**src/rtl/decode_issue.sv**
```systemverilog
// decode_issue: decode-to-execute issue register with load-use stall FSM, writeback forwarding and flush.
// Optional bubble/flush performance counters are built when DECODE_ISSUE_PERF_CNT_EN is defined.
module decode_issue #(
    parameter int DAT_WIDTH  = 32,
    parameter int CTRL_W     = 8,
    parameter int LOAD_STALL = 1,
    localparam int CNT_W     = $clog2(LOAD_STALL + 1)
) (
    input  logic                 clk,
    input  logic                 rst_n,
    // Both handshakes: a beat moves only on a rising edge where valid && ready; valid never waits on ready.
    input  logic                 d_valid_i,
    output logic                 d_ready_o,
    input  logic [31:0]          ins_d,
    input  logic [DAT_WIDTH-1:0] pc_d,
    input  logic [DAT_WIDTH-1:0] pc4_d,
    input  logic [DAT_WIDTH-1:0] rdata1_d,
    input  logic [DAT_WIDTH-1:0] rdata2_d,
    input  logic [DAT_WIDTH-1:0] imm_d,
    input  logic [CTRL_W-1:0]    ctrl_d,
    input  logic                 mem_read_d,
    input  logic                 reg_write_d,
    input  logic                 reg_write_w,
    input  logic [4:0]           rd_w,
    input  logic [DAT_WIDTH-1:0] result_w,
    input  logic                 flush_i,
    output logic                 e_valid_o,
    input  logic                 e_ready_i,
    output logic [CTRL_W-1:0]    ctrl_e,
    output logic                 mem_read_e,
    output logic                 reg_write_e,
    output logic [DAT_WIDTH-1:0] rdata1_e,
    output logic [DAT_WIDTH-1:0] rdata2_e,
    output logic [DAT_WIDTH-1:0] imm_e,
    output logic [DAT_WIDTH-1:0] pc_e,
    output logic [DAT_WIDTH-1:0] pc4_e,
    output logic [4:0]           rs1_e,
    output logic [4:0]           rs2_e,
    output logic [4:0]           rd_e,
`ifdef DECODE_ISSUE_PERF_CNT_EN
    output logic [31:0]          bubble_cnt_o,
    output logic [31:0]          flush_cnt_o,
`endif
    output logic                 stall_state,
    output logic [CNT_W-1:0]     stall_cnt
);

    localparam logic ST_IDLE  = 1'b0;
    localparam logic ST_STALL = 1'b1;

    logic [4:0]           rs1_d;
    logic [4:0]           rs2_d;
    logic [4:0]           rd_d;
    logic                 advance;
    logic                 hazard;
    logic                 transfer;
    logic [DAT_WIDTH-1:0] fwd1;
    logic [DAT_WIDTH-1:0] fwd2;
    logic                 state_nxt;
    logic [CNT_W-1:0]     cnt_nxt;
    logic                 unused_ins;

    assign rs1_d      = ins_d[19:15];
    assign rs2_d      = ins_d[24:20];
    assign rd_d       = ins_d[11:7];
    assign unused_ins = ^{ins_d[31:25], ins_d[14:12], ins_d[6:0]};

    assign advance = !e_valid_o || e_ready_i;
    assign hazard  = e_valid_o && mem_read_e && (rd_e != 5'd0) &&
                     ((rd_e == rs1_d) || (rd_e == rs2_d)) && d_valid_i;
    assign d_ready_o = advance && !hazard && (stall_cnt == '0);
    // A flush discards whatever decode offers in the same cycle.
    assign transfer  = d_valid_i && d_ready_o && !flush_i;

    assign fwd1 = (reg_write_w && (rd_w != 5'd0) && (rd_w == rs1_d)) ? result_w : rdata1_d;
    assign fwd2 = (reg_write_w && (rd_w != 5'd0) && (rd_w == rs2_d)) ? result_w : rdata2_d;

    always_comb begin
        state_nxt = stall_state;
        cnt_nxt   = stall_cnt;
        if (flush_i) begin
            state_nxt = ST_IDLE;
            cnt_nxt   = '0;
        end else if (advance) begin
            if (stall_state == ST_STALL) begin
                cnt_nxt = stall_cnt - CNT_W'(1);
                if (stall_cnt == CNT_W'(1)) begin
                    state_nxt = ST_IDLE;
                end
            end else if (hazard && (LOAD_STALL > 1)) begin
                // The hazard cycle itself is the first bubble; the counter covers the rest.
                state_nxt = ST_STALL;
                cnt_nxt   = CNT_W'(LOAD_STALL - 1);
            end
        end
    end

    always_ff @(posedge clk) begin
        if (!rst_n) begin
            stall_state <= ST_IDLE;
            stall_cnt   <= '0;
        end else begin
            stall_state <= state_nxt;
            stall_cnt   <= cnt_nxt;
        end
    end

    always_ff @(posedge clk) begin
        if (!rst_n) begin
            e_valid_o   <= 1'b0;
            ctrl_e      <= '0;
            mem_read_e  <= 1'b0;
            reg_write_e <= 1'b0;
            rdata1_e    <= '0;
            rdata2_e    <= '0;
            imm_e       <= '0;
            pc_e        <= '0;
            pc4_e       <= '0;
            rs1_e       <= '0;
            rs2_e       <= '0;
            rd_e        <= '0;
        end else if (flush_i) begin
            e_valid_o   <= 1'b0;
            ctrl_e      <= '0;
            mem_read_e  <= 1'b0;
            reg_write_e <= 1'b0;
        end else if (advance) begin
            if (transfer) begin
                e_valid_o   <= 1'b1;
                ctrl_e      <= ctrl_d;
                mem_read_e  <= mem_read_d;
                reg_write_e <= reg_write_d;
                rdata1_e    <= fwd1;
                rdata2_e    <= fwd2;
                imm_e       <= imm_d;
                pc_e        <= pc_d;
                pc4_e       <= pc4_d;
                rs1_e       <= rs1_d;
                rs2_e       <= rs2_d;
                rd_e        <= rd_d;
            end else begin
                // Bubble: kill control only, data fields keep their last values.
                e_valid_o   <= 1'b0;
                ctrl_e      <= '0;
                mem_read_e  <= 1'b0;
                reg_write_e <= 1'b0;
            end
        end
    end

`ifdef DECODE_ISSUE_PERF_CNT_EN
    logic stall_bubble;
    assign stall_bubble = advance && !flush_i && (hazard || (stall_state == ST_STALL));

    always_ff @(posedge clk) begin
        if (!rst_n) begin
            bubble_cnt_o <= '0;
            flush_cnt_o  <= '0;
        end else begin
            if (stall_bubble && (bubble_cnt_o != 32'hFFFF_FFFF)) begin
                bubble_cnt_o <= bubble_cnt_o + 32'd1;
            end
            if (flush_i && (flush_cnt_o != 32'hFFFF_FFFF)) begin
                flush_cnt_o <= flush_cnt_o + 32'd1;
            end
        end
    end
`endif

endmodule
```
**config.mk**
```make
export PLATFORM = sky130hd
export DESIGN_NAME = decode_issue
export DESIGN_NICKNAME = d
export VERILOG_FILES = /design/src/rtl/decode_issue.sv
export SDC_FILE = /design/constraint.sdc
export NUM_CORES = 1
export LEC_CHECK = 0
export CAP_MARGIN = 20
export CORE_AREA = 2 2 168 170
export DETAILED_ROUTE_END_ITERATION = 10
export DIE_AREA = 0 0 170 172
export PLACE_DENSITY = 0.77
export SYNTH_ARGS = -nofsm -noshare
export SYNTH_HDL_FRONTEND = slang
export SYNTH_SLANG_ARGS = --single-unit
```
**constraint.sdc**
```tcl
create_clock -name clk -period 2 [get_ports clk]
set_input_delay 0.4 -clock clk [delete_from_list [all_inputs] [get_ports clk]]
set_output_delay 0.4 -clock clk [all_outputs]
set_load 0.05 [all_outputs]
```
==> results by group, run 1 <==
Outcome
  • Status: complete, but fails checks
  • Failing checks: setup timing

Synthesis
  • Post-Syn Area per Cell: just under 9 sq um
  • Post-synthesis cell type count: 26
  • Synth warnings: 0
  • Syn_nets: ~1300
  • Synth Instances: 1008
  • Post-synth EDFFs: 0
  • Post-Syn Area: 0.00874 sq mm
  • Fraction of registers with async set/reset: 0%
  • Yosys top cell by area: dfxtp_1
  • Count leader, synth: nand2_1
  • Most frequent cells after synthesis: nand2_1, dfxtp_1, mux2i_1
  • Synth top area share: a little over two fifths
  • Area contributors post-synth: dfxtp_1, mux2i_1, nand2_1, and3_1, a21boi_0
  • Main synth FF type: dfxtp_1
  • #FFs+latches synth: about 190
  • Post-synthesis sequential area ratio: around 43%

Worst hold path
  • Min-delay src: rst_n
  • Hold EP: rdata2_e[1]$_SDFFE_PN0P_
  • HP Class: input pin to flip-flop
  • Hold path depth: 3

Drt
  • Routed length per instance: 16.2 um
  • Initial drt markers: 389
  • Antenna violation net count after detailed routing: 0
  • Post-Route WL: approximately 29000 um
  • Via density per instance: 4.72
  • Via Count: 8460
  • Router iterations before antenna repair: 4
  • # DRC: 0

Job
  • Max-cap viol count: 0

Timing
  • Final Hold Viols: 0
  • Final Max Slew Viols: 0
  • Hold slack final: 360 ps
  • Crit path time final: between 2000 and 2500 ps
  • Worst slew pin tran: around 550 ps
  • Slew Limit Headroom: 63.2%
  • Worst Clk Skew: 13.2 ps
  • Period utilization: 118%
  • Fmax: 425 MHz
  • Final setup viols: 186
  • Final setup margin: -352 ps
  • RSZ-0062 raised after global routing: yes

Cells and area
  • Layout cells sized above 1: 10.7%
  • Final net count: 1676
  • Post-Route Utilization: 52.7%
  • Cell Count, Final, Fillers Out: 1791
  • P&R area growth vs syn: 65.8%

Pwr
  • Clock Power Share: 35.3%
  • Internal Power: 6.79 mW
  • Switching pwr: 3.17 mW
  • Gate power share: 24.3%
  • Switching share of power: 31.8%
  • VDD IR max: 0.481 mV
  • PD cells: ~690 mW/mm^2
  • Overall power: 9.96 mW
  • Lkg Pwr: roughly 8.1 nW
  • Reg power frac: ~41%

Clocking
  • Skew-Pair Late Insertion Delay: 420 ps
  • Clock-pin slew on the worst setup and hold paths: 80 ps
  • Clk buf depth: 2
  • CTS Buf Count: 17
  • Clk sinks: approximately 190
  • TritonCTS clock tree: yes
  • # hold bufs at CTS: 0
  • H-Tree Depth: 4
  • CTS root buf: clkbuf_16

Place
  • RD Place Congestion: between 0.8 and 0.9
  • Port Buf Inserts: ~420
  • # placed instances: 1747
  • Post-placement setup slack: -458 ps
  • Post-DP HPWL: 21500 um

Global route
  • Tot GR Track Use: 18.9%
  • First-pass GRT wire length: approximately 43000 um
  • Largest net degree at the start of global routing: 80
  • Total gr overflow: 0
  • Initial antenna violation count: 3
  • Number of global-route vias before repair: 8221

Setup path
  • Reg2reg start: rd_e[1]$_SDFFE_PN0P_
  • CP Class: flip-flop to flip-flop
  • Slowest-stage cell, CP: or4_4
  • CP Launch Type: flip-flop
  • Req. time, crit path: approximately 2300 ps
  • Worst R2R Setup Slack: -350 ps
  • Max incr delay on CP: roughly 560 ps
  • R2R Path End: pc4_e[27]$_SDFFE_PN0P_
  • Worst r2r path cells: 10
  • Worst setup EP type: flip-flop
  • Worst path arrival time: 2670 ps
  • CP cell instances: or4_4, o2111ai_4, buf_4, buf_6, buf_6, o21ai_4, buf_4, buf_12, bufbuf_16, mux2i_1
  • CP Max Fanout: 9

Die
  • I/O pin count: around 430
  • Die extent in x: 170 um
  • Row Count: a little over 60
  • Height of the chip: roughly 170 um
  • Starting density of the core: 31.8%
  • Die area: 0.0292 sq mm
  • Core Box Area: about 0.027 sq mm
[routing by layer]
metal  share of wire [%]  wire length [um]  global-route usage [%]
met5                0.11                33                       0
met4                 3.1               909                    7.21
met3                 8.6              2510                    6.80
met2                  49             14200                    33.4
met1                  39             11400                    20.7
[power groups by stage]
stage | clock network, mW | logic, mW | registers (mW)
2_1_floorplan | 0 | 0.658 | 4.77
3_3_place_gp | 0 | 2.41 | 4.12
3_5_place_dp | 0 | 2.43 | 4.12
4_1_cts | 3.65 | 2.43 | 4.04
5_1_grt | 3.81 | 2.55 | 4.05
6_report | 3.51 | 2.41 | 4.03
[cell usage in the layout, fill, tap and decap left out, drive strengths merged, types with 3 or more instances in the layout]
cell / Yosys / layout
a21boi: 64 / 64
and3: 64 / 64
buf: 19 / 100
bufbuf: 0 / 3
clkbuf: 67 / 18
clkdlybuf4s50: 0 / 230
clkinv: 0 / 5
dfxtp: 188 / 188
dlygate4sd2: 0 / 91
dlymetal6s2s: 0 / 66
inv: 1 / 8
mux2i: 175 / 175
nand2: 308 / 308
nand2b: 3 / 3
nor2: 6 / 6
nor3: 4 / 4
o21ai: 76 / 76
xnor2: 6 / 6
xor2: 15 / 15
[worst max-delay path, delay by kind of cell (launching register included)]
| family | cells | cell delay (ps) |
|---|---|---|
| AOI/OAI and AO/OA | 2 | 300 |
| DFF | 1 | 350 |
| and+or+nand+nor | 1 | 560 |
| muxes | 1 | 120 |
| buffers and inverters | 6 | 910 |
[how the worst max path moves through the flow]
stage	from	endpoint	slack, ps	cells after the start
global route	rd_e[1]$_SDFFE_PN0P_	pc4_e[27]$_SDFFE_PN0P_	-430	10
CTS	rd_e[1]$_SDFFE_PN0P_	d_ready_o	-380	5
global placement	ins_d[19]	imm_e[25]$_SDFFE_PN0P_	-400	9
floorplan	rd_e[0]$_SDFFE_PN0P_	d_ready_o	-120	4
finish	rd_e[1]$_SDFFE_PN0P_	pc4_e[27]$_SDFFE_PN0P_	-350	10
detailed placement	ins_d[15]	pc4_e[21]$_SDFFE_PN0P_	-460	9
[cell families after synthesis]
logic type | synth area share [%]
AOI/OAI and AO/OA | 10.6
xor gates and xnor gates | 2.10
buffers and inverters | 5.23
DFF | 43.1
muxes | 20.0
and+or+nand+nor | 19.0
[per-stage QoR]
stage / instance area, sq um / TNS (ps)
after floorplan: 8760 / -121
after global placement: 13600 / -66500
after detailed placement: 13600 / -73260
after CTS: 14300 / -19870
after global routing: 14500 / -57540
final: 14500 / -43890
[area by class of cell]
cell class                      instances  area, sq um
Antenna cell                            1         2.50
Clock inverter                         14          178
Sequential cell                       188         3770
Fill cell                            2563        13000
Inverter                                1         3.75
Tap cell                              346          433
Multi-Input combinational cell        733         4600
Timing Repair Buffer                  490         5070
Clock buffer                           18          429
[state kept, by name (all words and copies together), names as in the netlist]
signal / count
ctrl_e: 8
e_valid_o: 1
imm_e: 32
mem_read_e: 1
pc4_e: 32
pc_e: 32
rd_e: 5
rdata1_e: 32
rdata2_e: 32
reg_write_e: 1
rs1_e: 5
rs2_e: 5
stall_cnt: 1
stall_state: 1
[what timing repair did]
item	CTS	global route
pin swaps	5	1
hold endpoints to repair	0	0
gates cloned	4	0
setup endpoints to repair	204	245
buffers inserted	3	5
resized for setup	98	84
Note: power is estimated with default switching activity, not from simulation.
==> inputs of run 2 (changes only) <==
Settings changed: PLACE_DENSITY 0.77 to default, PLACE_DENSITY_LB_ADDON from default to 0.12.
==> run 2 against run 1 <==
The run still ends with setup timing left. First-iteration DRC count down 15%. Register-to-register slack better by 170 ps. Sequential power about the same. Clock skew up 5.5 ps. Clock power down 3%. Combinational power up 2%. Via count down 1.1%. Global-route usage up 0.75 points.
==> results by group, run 2 (same netlist as run 1, synthesis figures left out) <==
Pwr
  • VDD IR max: 0.467 mV (-2.8%)
  • Lkg Pwr: 7.79 nW (-3.3%)
  • PD cells: 683 mW/mm^2 (-0.62%)

Timing
  • Period utilization: 118% (+0.42 points)
  • Worst Clk Skew: 18.7 ps (+5.54 ps)
  • Worst slew pin tran: 569 ps (+15.7 ps)
  • Slew Limit Headroom: 62.2% (-1.0 points)
  • Final Max Slew Viols: 0 (unchanged)
  • Setup TNS: -18610 ps (+25280 ps)
  • Crit path time final: 2360 ps (+8.42 ps)
  • Fmax: 424 MHz (-0.36%)
  • Final setup margin: -361 ps (-8.42 ps)
  • Final Hold Viols: 0 (unchanged)
  • RSZ-0062 raised after global routing: yes
  • Final setup viols: 172 (-7.5%)

Clocking
  • CTS Buf Count: 17 (unchanged)
  • Clk sinks: 188 (unchanged)
  • TritonCTS clock tree: yes
  • Skew-Pair Late Insertion Delay: 440 ps (+20 ps)
  • # hold bufs at CTS: 0 (unchanged)
  • Clk buf depth: 2 (unchanged)
  • CTS root buf: clkbuf_16
  • H-Tree Depth: 4 (unchanged)
  • Clock-pin slew on the worst setup and hold paths: 80 ps (about the same)

Cells and area
  • Most frequent cells in the layout: nand2_1, clkdlybuf4s50_1, dfxtp_1, mux2i_1, dlygate4sd2_1
  • P&R area growth vs syn: 65.8% (about the same)
  • Fill cells: 2636 (+2.8%)
  • Cell Count, Final, Fillers Out: 1795 (+0.22%)
  • Layout cells sized above 1: 11.0% (+0.28 points)
  • Fin area: 0.0145 sq mm (about the same)
  • Leading cell type in the layout, fill and taps excluded: nand2_1
  • Final net count: 1675 (-0.060%)
  • Area of the multi-input gates: 0.00457 sq mm (-0.63%)
  • Register area: 0.00377 sq mm (unchanged)

Global route
  • Largest net degree at the start of global routing: 82 (+2.5%)
  • Tot GR Track Use: 19.6% (+0.75 points)
  • Initial antenna violation count: 7 (+4)
  • Total gr overflow: 0 (unchanged)
  • Number of global-route vias before repair: 8120 (-1.2%)
  • First-pass GRT wire length: 44800 um (+4.0%)

Setup path
  • Worst setup EP type: primary output
  • Crit path to: d_ready_o
  • Worst R2R Setup Slack: -180 ps (+170 ps)
  • Reg2reg start: rd_e[1]$_SDFFE_PN0P_
  • Worst r2r path cells: 9 (-1)
  • R2R Path End: rdata1_e[30]$_SDFFE_PN0P_
  • Critical Path Source: rd_e[1]$_SDFFE_PN0P_
  • Req. time, crit path: 1600 ps (-710 ps)
  • CP Class: flip-flop to primary output
  • CP Max Fanout: 2 (-7)
  • CP Launch Type: flip-flop
  • Worst path arrival time: 1960 ps (-710 ps)

Outcome
  • Failing checks: setup timing
  • Status: complete, but fails checks

Drt
  • Antenna violation net count after detailed routing: 0 (unchanged)
  • Router iterations before antenna repair: 4 (unchanged)
  • Via Count: 8365 (-1.1%)
  • Via density per instance: 4.66 (-1.3%)
  • Initial drt markers: 331 (-15%)
  • Routed length per instance: 16.9 um (+3.9%)
  • # DRC: 0 (unchanged)
  • Post-Route WL: 30300 um (+4.1%)

Place
  • Post-DP HPWL: 22000 um (+2.5%)
  • Port Buf Inserts: 416 (unchanged)
  • RD Place Congestion: 0.813 (-6.7%)
  • # placed instances: 1747 (unchanged)
  • Placed Area: 0.0137 sq mm (+0.70%)

Die
  • I/O pin count: 434 (unchanged)
  • Die extent in x: 170 um (unchanged)
  • Starting density of the core: 31.8% (unchanged)
  • Core Box Area: 0.0275 sq mm (unchanged)
  • Die area: 0.0292 sq mm (unchanged)
  • Row Count: 61 (unchanged)
  • Height of the chip: 172 um (unchanged)

Worst hold path
  • HP Class: input pin to flip-flop

Job
  • Max-cap viol count: 0 (unchanged)
-- run 2: cell count changes in the layout (fill, tap and decap cells not counted), sizes merged --
| cell | delta |
|---|---|
| dlymetal6s2s | -19 |
| bufinv | -1 |
| diode | +5 |
| clkbuf | +1 |
| clkinvlp | -1 |
| bufbuf | -3 |
| dlygate4sd2 | +7 |
| inv | +1 |
| clkinv | +1 |
| buf | +13 |
-- run 2: how the worst min path moves through the flow --
stage,cells after the start,end,slack [ps],startpoint
detailed placement,2,ctrl_e[2]$_SDFFE_PP0N_,440,ctrl_e[2]$_SDFFE_PP0N_
global route,3,rd_e[0]$_SDFFE_PN0P_,330,rst_n
floorplan,2,rd_e[0]$_SDFFE_PN0P_,530,ins_d[7]
CTS,3,rd_e[2]$_SDFFE_PN0P_,310,rst_n
global placement,2,ctrl_e[1]$_SDFFE_PP0N_,440,ctrl_e[1]$_SDFFE_PP0N_
finish,3,rd_e[2]$_SDFFE_PN0P_,330,rst_n
-- run 2: metal layers --
layer,global-route usage [%],share of wire (%)
met2,34.1,48
met3,6.64,8.3
met5,0,0.099
met4,6.91,1.9
met1,22.5,41
-- run 2: timing repair --
item / 4_1_cts / 5_1_grt
gates cloned: 4 / 1
setup endpoints to repair: 151 / 220
pin swaps: 4 / 1
buffers inserted: 2 / 3
resized for setup: 110 / 50
-- run 2: through the flow --
step | hold WS, ps | setup slack (ps) | power, mW | utilization [%]
6_report | 325 | -361 | 9.89 | 52.7
5_1_grt | 328 | -429 | 10.3 | 52.7
4_1_cts | 307 | -379 | 10.0 | 52.1
3_5_place_dp | 443 | -450 | 6.61 | 49.8
3_3_place_gp | 436 | -415 | 6.59 | 49.8
2_1_floorplan | 528 | -121 | 5.43 | -
-- run 2: area by class of cell --
type | count | share of cell area (%)
repair buffers | 489 | 35.3
multi-input cells | 733 | 31.6
flip-flops and latches | 188 | 26.1
well taps | 346 | 2.99
clock buffers | 18 | 2.96
clock inverters | 14 | 1.01
diodes | 6 | 0.104
inverters | 1 | 0.0259
-- run 2: worst max-delay path, cell delays in order (launching register included) --
cell and delay [ps]:
dfxtp_4 350, or4_4 560, o2111ai_4 240, nor2_2 70
nor3_4 160, buf_12 160
-- run 2: where the power goes --
group | internal [mW] | switching, mW | total [mW] | leakage (nW)
combinational | 1.08 | 1.38 | 2.46 | 5.96
sequential | 3.93 | 0.0960 | 4.03 | 1.54
clock | 1.68 | 1.73 | 3.40 | 0.286
total | 6.69 | 3.20 | 9.89 | 7.79
==> inputs of run 3 (changes only) <==
Settings changed: CAP_MARGIN 20 to 25.
==> results of run 3 <==
No change in the layout: final DEF, timing and power equal those of run 2.
==> RTL edit (settings of run 1) <==
Set the parameter `CTRL_W` to 9 (it was 8).
--- a/src/rtl/decode_issue.sv
+++ b/src/rtl/decode_issue.sv
@@ -4,3 +4,3 @@
     parameter int DAT_WIDTH  = 32,
-    parameter int CTRL_W     = 8,
+    parameter int CTRL_W     = 9,
     parameter int LOAD_STALL = 1,
Ports: changed (resized ctrl_d and ctrl_e); port bits go from 434 to 436. No check against the original RTL was run, so the function may have changed too.
==> RTL edit against run 1 <==
  * The flow still finishes with violations (setup timing)
  * Setup slack improved by 0.015 ns
  * Clock power rose by 1%
  * Area after synthesis rose by 0.34%
  * Total power grew 2.7%
  * Register-to-register slack improved by 0.11 ns
  * Sequential cell count up 1
  * Final cell count increased by 2.0%
  * Cell area increased by 4.3%
  * Wire length increased by 11%
  * Utilization increased by 2.3 points
==> RTL edit: results (changes against run 1) <==
Place
  • Port bufs: 418 (+0.48%)
  • Placed Instance Area: 13600 µm² (+0.40%)
  • Pre-CTS setup slack: -0.490 ns (-0.0325 ns)
  • Post-detail-place hpwl: 22.6 mm (+5.5%)
  • Placer Congestion: 0.854 (-2.0%)

Synth
  • Top_reg_cell synth: dfxtp_1
  • Synthesized netlist cell count: 1013 (+0.50%)
  • Most frequent cells after synthesis: nand2_1, dfxtp_1, mux2i_1
  • Mux cell area share after synthesis: 0.200 (-0.000686)
  • Fraction of the mapped netlist area in compound gates: 0.106 (+0.000209)
  • Nets in the synthesized netlist: 1259 (+0.48%)
  • Cell types occupying the most area after synthesis: dfxtp_1, mux2i_1, nand2_1
  • Area share of xor/xnor cells in the synthesized design: 0.0210 (-0.0000721)

Drt
  • Initial drt markers: 404 (+3.9%)
  • Total number of vias: 8806 (+4.1%)
  • Vias/cell: 4.82 (+2.0%)
  • Post-detailed-route wirelength per cell: 17.7 µm (+8.9%)

Final layout
  • Fill count: 2450 (-4.4%)
  • Final net count: 1713 (+2.2%)
  • Fraction of layout cells with a size suffix above 1: 0.130 (+0.0231)
  • Layout-stage area growth over the synthesis result: 72.4%

Setup path
  • Arrival time at the worst endpoint: 1.94 ns (-0.73 ns)
  • Critical-path maximum fanout: 2 (-7)
  • Register-to-register setup slack: -0.24 ns (+0.11 ns)

Global route
  • Number of global-route vias before repair: 8573 (+4.3%)
  • Global-route wire length before repair: 46.9 mm (+8.7%)
  • Pin count of the biggest net entering global routing: 82 (+2.5%)
  • Total routing resource utilization after global routing: 0.208 (+0.0192)
  • Number of antenna violations at the first check in global routing: 2 (-1)

CTS
  • Clock input transition at the sequential cells of the worst setup and hold paths: 0.08 ns (about the same)
  • Root buffer selected by CTS: clkbuf_16

Power
  • LEAKAGE: 8.08 nW (+0.32%)
  • Switch Pwr: 3.26 mW (+3.1%)

Status
  • Violations in the final reports: setup timing
  • Result of the run: complete, but fails checks

STA
  • Setup tns final: -25.19 ns (+18.70 ns)
  • Worst setup margin: -0.337 ns (+0.0150 ns)
  • Setup Viol. Count Final: 187 (+0.54%)
  • Largest clock skew in the final design: 0.0182 ns (+0.00504 ns)
  • Transition time at the pin with the least slew margin: 0.575 ns (+0.0217 ns)
-- RTL edit: worst paths after layout --
path	endpoint	startpoint	cells past startpoint
hold reg to reg	ctrl_e[6]	ctrl_e[6]	2
setup / recovery	d_ready_o	rd_e[2]	5
setup reg to reg	rdata1_e[26]	rd_e[2]	10
hold / removal	pc4_e[25]	rst_n	3
-- RTL edit: power groups by stage --
stage | Sequential (mW) | Clock, mW | Combinational [mW]
after floorplan | 4.79 | 0 | 0.660
after global placement | 4.13 | 0 | 2.44
after detailed placement | 4.14 | 0 | 2.46
after CTS | 4.05 | 3.67 | 2.61
after global routing | 4.07 | 3.78 | 2.75
final | 4.05 | 3.56 | 2.62
-- RTL edit: layer usage --
metal,global-route usage,part of all wire,vias up
li1,-,-,4325
met1,0.239,0.41,4106
met2,0.357,0.48,330
met3,0.0714,0.086,43
met4,0.0803,0.027,2
met5,0,0.00025,-
-- RTL edit: timing repair --
action | 4_1_cts | 5_1_grt
setup endpoints to repair | 254 | 231
pin swaps | 6 | 6
setup buffers | 21 | 8
gates cloned | 15 | 2
gates resized for setup | 163 | 57
-- RTL edit: area by class of cell --
| cell class | instances | area share |
|---|---|---|
| diodes | 1 | 0.000166 |
| clock buffers | 18 | 0.0291 |
| clock inverters | 14 | 0.0113 |
| inverters | 1 | 0.000248 |
| multi-input cells | 736 | 0.305 |
| flip-flops and latches | 189 | 0.251 |
| well taps | 346 | 0.0286 |
| repair buffers | 522 | 0.374 |
-- RTL edit: cell families after synthesis --
| logic type | Yosys count |
|---|---|
| buffers and inverters | 88 |
| XOR/XNOR | 21 |
| multiplexers | 175 |
| AND/OR/NAND/NOR | 393 |
| AO/OA/AOI/OAI | 147 |
| flip-flops | 189 |
